`src/rtl/wshb_arbiter.sv`:
```
// wshb_arbiter: round-robin, cyc-granular arbiter sharing one Wishbone slave between two masters
module wshb_arbiter #(
  parameter int ADDR_WIDTH = 32,
  parameter int DATA_BYTES = 4
) (
  input  logic                    clk,
  input  logic                    rst,
  input  logic                    m0_cyc,
  input  logic                    m0_stb,
  input  logic                    m0_we,
  input  logic [ADDR_WIDTH-1:0]   m0_adr,
  input  logic [8*DATA_BYTES-1:0] m0_dat_ms,
  input  logic [DATA_BYTES-1:0]   m0_sel,
  input  logic [2:0]              m0_cti,
  input  logic [1:0]              m0_bte,
  output logic [8*DATA_BYTES-1:0] m0_dat_sm,
  output logic                    m0_ack,
  output logic                    m0_err,
  output logic                    m0_rty,
  input  logic                    m1_cyc,
  input  logic                    m1_stb,
  input  logic                    m1_we,
  input  logic [ADDR_WIDTH-1:0]   m1_adr,
  input  logic [8*DATA_BYTES-1:0] m1_dat_ms,
  input  logic [DATA_BYTES-1:0]   m1_sel,
  input  logic [2:0]              m1_cti,
  input  logic [1:0]              m1_bte,
  output logic [8*DATA_BYTES-1:0] m1_dat_sm,
  output logic                    m1_ack,
  output logic                    m1_err,
  output logic                    m1_rty,
  output logic                    s_cyc,
  output logic                    s_stb,
  output logic                    s_we,
  output logic [ADDR_WIDTH-1:0]   s_adr,
  output logic [8*DATA_BYTES-1:0] s_dat_ms,
  output logic [DATA_BYTES-1:0]   s_sel,
  output logic [2:0]              s_cti,
  output logic [1:0]              s_bte,
  input  logic [8*DATA_BYTES-1:0] s_dat_sm,
  input  logic                    s_ack,
  input  logic                    s_err,
  input  logic                    s_rty,
  output logic [1:0]              gnt
);
  localparam int BW = 3 + ADDR_WIDTH + 8 * DATA_BYTES + DATA_BYTES + 5;
  typedef enum logic [1:0] {IDLE, GNT0, GNT1} state_t;
  state_t state, state_nx;
  logic last_gnt;
  logic [BW-1:0] m0_bus, m1_bus;
  always_comb begin
    state_nx = state == GNT0 && m0_cyc ? GNT0 :
               state == GNT1 && m1_cyc ? GNT1 :
               m0_cyc && m1_cyc ? (last_gnt ? GNT0 : GNT1) :
               m0_cyc ? GNT0 :
               m1_cyc ? GNT1 : IDLE;
    m0_bus = {m0_cyc, m0_stb, m0_we, m0_adr, m0_dat_ms, m0_sel, m0_cti, m0_bte};
    m1_bus = {m1_cyc, m1_stb, m1_we, m1_adr, m1_dat_ms, m1_sel, m1_cti, m1_bte};
    {s_cyc, s_stb, s_we, s_adr, s_dat_ms, s_sel, s_cti, s_bte} =
      state == GNT0 ? m0_bus : state == GNT1 ? m1_bus : '0;
    m0_ack = s_ack && state == GNT0;
    m0_err = s_err && state == GNT0;
    m0_rty = s_rty && state == GNT0;
    m1_ack = s_ack && state == GNT1;
    m1_err = s_err && state == GNT1;
    m1_rty = s_rty && state == GNT1;
    m0_dat_sm = s_dat_sm;
    m1_dat_sm = s_dat_sm;
  end
  always_ff @(posedge clk) begin
    if (rst) begin
      state <= IDLE;
      last_gnt <= 1'b1;
      gnt <= 2'b00;
    end else begin
      state <= state_nx;
      gnt <= {state_nx == GNT1, state_nx == GNT0};
      last_gnt <= state_nx == GNT1 ? 1'b1 : state_nx == GNT0 ? 1'b0 : last_gnt;
    end
  end
endmodule

```
`config.mk`:
```
export PLATFORM = sky130hd
export DESIGN_NAME = wshb_arbiter
export DESIGN_NICKNAME = d
export VERILOG_FILES = /design/src/rtl/wshb_arbiter.sv
export SDC_FILE = /design/constraint.sdc
export NUM_CORES = 1
export LEC_CHECK = 0
export CAP_MARGIN = 15
export CORE_AREA = 2 2 129 131
export CTS_CLUSTER_SIZE = 8
export DETAILED_ROUTE_END_ITERATION = 12
export DIE_AREA = 0 0 131 133
export GPL_TIMING_DRIVEN = 0
export MAX_ROUTING_LAYER = met4
export SYNTH_ARGS = -nofsm -noshare
export SYNTH_HDL_FRONTEND = slang
export SYNTH_SLANG_ARGS = --single-unit
export TNS_END_PERCENT = 5
```
`constraint.sdc`:
```
create_clock -name clk -period 1.8 [get_ports clk]
set_input_delay 0.27 -clock clk [delete_from_list [all_inputs] [get_ports clk]]
set_output_delay 0.27 -clock clk [all_outputs]
set_load 0.02 [all_outputs]
```
# == After elaboration in Yosys (flattened, before gate mapping) ==
# Cells that the tools add are included.
# totals
ff_bits,5
out_inout_bits,148
wordCells,25
# op_classes
eq_ne,4
n_mux,8
n_reduce_logical,10
# ops
op,count
$mux 76,2
$mux 2,6
$logic_and 1x1->1,9
$eq 2x1->1 const B,2
$eq 2x2->1 const B,2
$reduce_or 2->1,1

# == Longest topological paths before layout ==
# logic_depth
depth_word,7
depth_mapped,5

# == Worst setup path after synthesis ==
# Ideal clock, no wire load.
# synth_timing
kind,reg-to-output
start,reg state[0]
end,out s_adr[18]
t_arrival_ns,1.154
t_required_ns,1.530
path_slack_ns,0.376
path_stages_with_launch,5
path_buffers,2
cell_sequence,dfxtp_1 -> nor2b_1 -> buf_6 -> clkbuf_1 -> a22o_1
# synth_between
elab_chain_cells,3
elab_cells_between_ends,4
# synth_rtl
element,line_no,source
start: declaration,48,"state_t state, state_nx;"
start signal: assignment,76,state <= state_nx;
$eq 2x2->1,60,state == GNT0 ? m0_bus : state == GNT1 ? m1_bus : '0;
$mux 76,60,
$mux 76 (*),60,
end: declaration,35,"output logic [ADDR_WIDTH-1:0] s_adr,"
# Every way passes the cells marked *; elsewhere a longest branch is shown, timed or not.

# == Worst setup path after layout ==
# layout_timing
start,reg state[0]
end,out s_dat_ms[4]
# layout_between
elab_chain_cells,3
elab_cells_between_ends,4
# layout_rtl
element,line_no,source
$eq 2x2->1,60,
$mux 76,60,
$mux 76 (*),60,
end: declaration,36,"output logic [8*DATA_BYTES-1:0] s_dat_ms,"
# Marked as above.

==> flow_metrics.py <==
metrics = {
    "worst_setup_path": {
        "cp_data_required_time_ns": 1.53,
        "slowest_delay_ns": 0.35,
        "crit_path_max_fanout": 10,
        "crit_family": "buffers and inverters",
        "worst-r2r-cell-count": 5,
        "crit_chain": "nor2b_4 > buf_6 > buf_6 > a22o_1 > clkdlybuf4s15_2",
        "ff2ff_setup_slack_ns": 0.53,
        "critical_path_class": "register to output port",
        "slowest_stage": "dfxtp_2",
        "cp.arrival_ns": 1.51,
        "startpoint_type": "register",
        "r2r-end": "state[1]$_SDFF_PP0_",
        "cp-end-kind": "output port",
        "r2r-start": "state[0]$_SDFF_PP0_",
        "crit_buf_inv": 3,
        "cp_common_cell": "buf_6",
    },
    "synth": {
        "syn_avg_cell_area_um2": 8.00,
        "yosysUniqueCellTypes": 16,
        "syn_area_um2": 1470,
        "synth_nets": 373,
        "postSynthCellCount": 184,
        "yosysWarnings": 0,
        "yosysSeqAreaShare_pct": 6.80,
        "ys_ff_latch": 5,
    },
    "grt": {
        "grt_overflow": 0,
        "antenna_found_initial": 1,
        "grt_pass1_wl_mm": 14.4,
        "grt_max_degree": 11,
        "grt_pass1_vias": 2715,
        "grt_use_total_pct": 10.7,
    },
    "clocking": {
        "cts_tree": "done",
        "insertion_delay_ns": 0.23,
        "cts_setup_buffers": 0,
        "cts_htree_levels": 1,
        "cts_buffers": 3,
        "holdBufCountCts": 0,
        "cts_root_buf": "clkbuf_16",
        "cts.sinks": 5,
        "cts.clk_slew.worst_paths_ns": 0.03,
        "cts.path.max_buffers": 2,
    },
    "timing": {
        "finalSetupTns_ns": 0,
        "hold_viol_final": 0,
        "rsz0062_at_grt": "yes",
        "final.period_utilization_pct": 98.6,
        "clock.fmax_ghz": 0.563,
        "tightest_slew_ns": 0.265,
        "setup_viol_count_final": 0,
        "whs_ns": 0.617,
        "maxSlewViolCount": 0,
        "clock_skew_ns": 0.00105,
        "fin_crit_ns": 1.78,
        "relSlewSlack_pct": 82.3,
    },
    "route": {
        "drcViolationCount": 0,
        "vias": 2639,
        "drtIter0Drc": 51,
        "detail_route.wl_per_cell_um": 14.6,
        "drt_wl_total_mm": 10.4,
        "drt.antenna.violating_nets": 0,
        "via_per_inst": 3.70,
        "drt_first_pass_iters": 4,
    },
    "cells_and_area": {
        "layout_commonest_cell": "clkdlybuf4s50_1",
        "fin_nets": 683,
        "drive_above_1_share_pct": 34.9,
        "layout_common_cells": "clkdlybuf4s50_1, buf_4, a22o_1, buf_2, clkdlybuf4s15_2",
        "syn2layout_area_growth_pct": 223,
        "n_fill_cell": 1700,
    },
    "place": {
        "gp_congestion": 0.705,
        "port_buffers": 304,
        "dpl.hpwl_mm": 8.89,
    },
    "power": {
        "total_power_mw": 1.79,
        "p_int_mw": 1.17,
        "seqPwrFrac_pct": 7.0,
        "clockPowerShare_pct": 20.2,
        "p_sw_mw": 0.614,
        "p_comb_share_pct": 72.8,
        "swShare_pct": 34.3,
        "power_leakage_nw": 2.10,
        "cellPowerDensity_nw_per_um2": 377,
        "ir_drop_mv": 0.260,
    },
    "min_path": {
        "hold_path_class": "register to register",
        "min_to": "state[1]$_SDFF_PP0_",
        "hp-start": "last_gnt$_SDFFE_PP1N_",
        "hold_depth": 2,
    },
    "die": {
        "die_x_um": 131,
        "core_um2": 16200,
        "dieArea_um2": 17400,
        "io_pins": 337,
        "fp-row-count": 47,
        "initial_core_util_pct": 9.10,
        "fp.dieH_um": 133,
    },
    "outcome": {
        "status": "finished, final reports clean",
    },
    "job": {
        "maxCapViolCount": 0,
    },
}
power by group through the flow:
stage               logic [mW]  clock network (mW)  registers [mW]
floorplan                0.568                   0           0.127
global placement          1.36                   0           0.123
detailed placement        1.37                   0           0.124
CTS                       1.34               0.366           0.122
global route              1.38               0.375           0.125
finish                    1.30               0.362           0.124
logic make-up after synthesis:
kind of cell    count (synthesis)  share of synthesized area [%]
compound gates                 84                           48.5
buf+inv                        84                           40.2
simple gates                   11                           4.51
flops                           5                           6.80
worst register-to-register path, cell delays in order (launching register included):
cell,delay (ns)
dfxtp_2,0.33
nor2b_4,0.14
buf_8,0.14
buf_8,0.15
a21o_1,0.17
a211oi_1,0.24
synth_stat cells, drive strengths merged:
master | count | area (um2)
a211o | 1 | 8.76
a21o | 1 | 7.51
o21ai | 1 | 5.00
nand2b | 2 | 12.5
buf | 81 | 581
nand2 | 1 | 3.75
and2 | 6 | 37.5
inv | 2 | 7.51
dfxtp | 5 | 100
nor2b | 2 | 12.5
clkbuf | 1 | 3.75
a21oi | 4 | 20.0
a22o | 75 | 657
a211oi | 2 | 15.0
how the worst max path moves through the flow:
stage / cells past startpoint / slack, ns / end / start
CTS: 6 / -0.08 / s_cyc / state[0]$_SDFF_PP0_
floorplan: 4 / 0.38 / s_adr[18] / state[0]$_SDFF_PP0_
detailed placement: 6 / -0.58 / s_we / state[1]$_SDFF_PP0_
finish: 5 / 0.02 / s_dat_ms[4] / state[0]$_SDFF_PP0_
global placement: 6 / -0.57 / s_we / state[1]$_SDFF_PP0_
global route: 5 / -0.06 / s_adr[16] / state[0]$_SDFF_PP0_
flip-flops by register name (all words and copies together) (netlist names):
register / count
last_gnt: 1
state: 2
gnt: 2
through the flow:
| stage | instances | setup WS (ns) | instance area (um2) | utilization (%) |
|---|---|---|---|---|
| after floorplan | 184 | 0.376 | 1470 | - |
| after global placement | 708 | -0.574 | 4790 | 29.6 |
| after detailed placement | 708 | -0.576 | 4790 | 29.6 |
| after CTS | 712 | -0.0767 | 4950 | 30.6 |
| after global routing | 714 | -0.0632 | 4750 | 29.4 |
| final | 714 | 0.0249 | 4750 | 29.4 |
area by class of cell:
| class | instances | area, um2 | share of cell area (%) |
|---|---|---|---|
| diodes | 1 | 2.50 | 0.0527 |
| plain buffers | 82 | 681 | 14.3 |
| clock buffers | 4 | 78.8 | 1.66 |
| inverters | 2 | 7.51 | 0.158 |
| multi-input cells | 95 | 795 | 16.7 |
| flip-flops and latches | 5 | 103 | 2.16 |
| well taps | 220 | 275 | 5.80 |
| repair buffers | 305 | 2810 | 59.1 |
routing by layer:
layer	track usage, %	share of wire [%]
met4	1.54	0.90
met1	11.2	36
met5	-	0
met3	2.06	11
met2	20.8	52
repair_timing:
| item | 4_1_cts | 5_1_grt |
|---|---|---|
| gates resized for setup | 283 | 78 |
| endpoints found under the setup margin | 82 | 82 |
| gates cloned | 0 | 1 |
(Power assumes the default switching activity.)
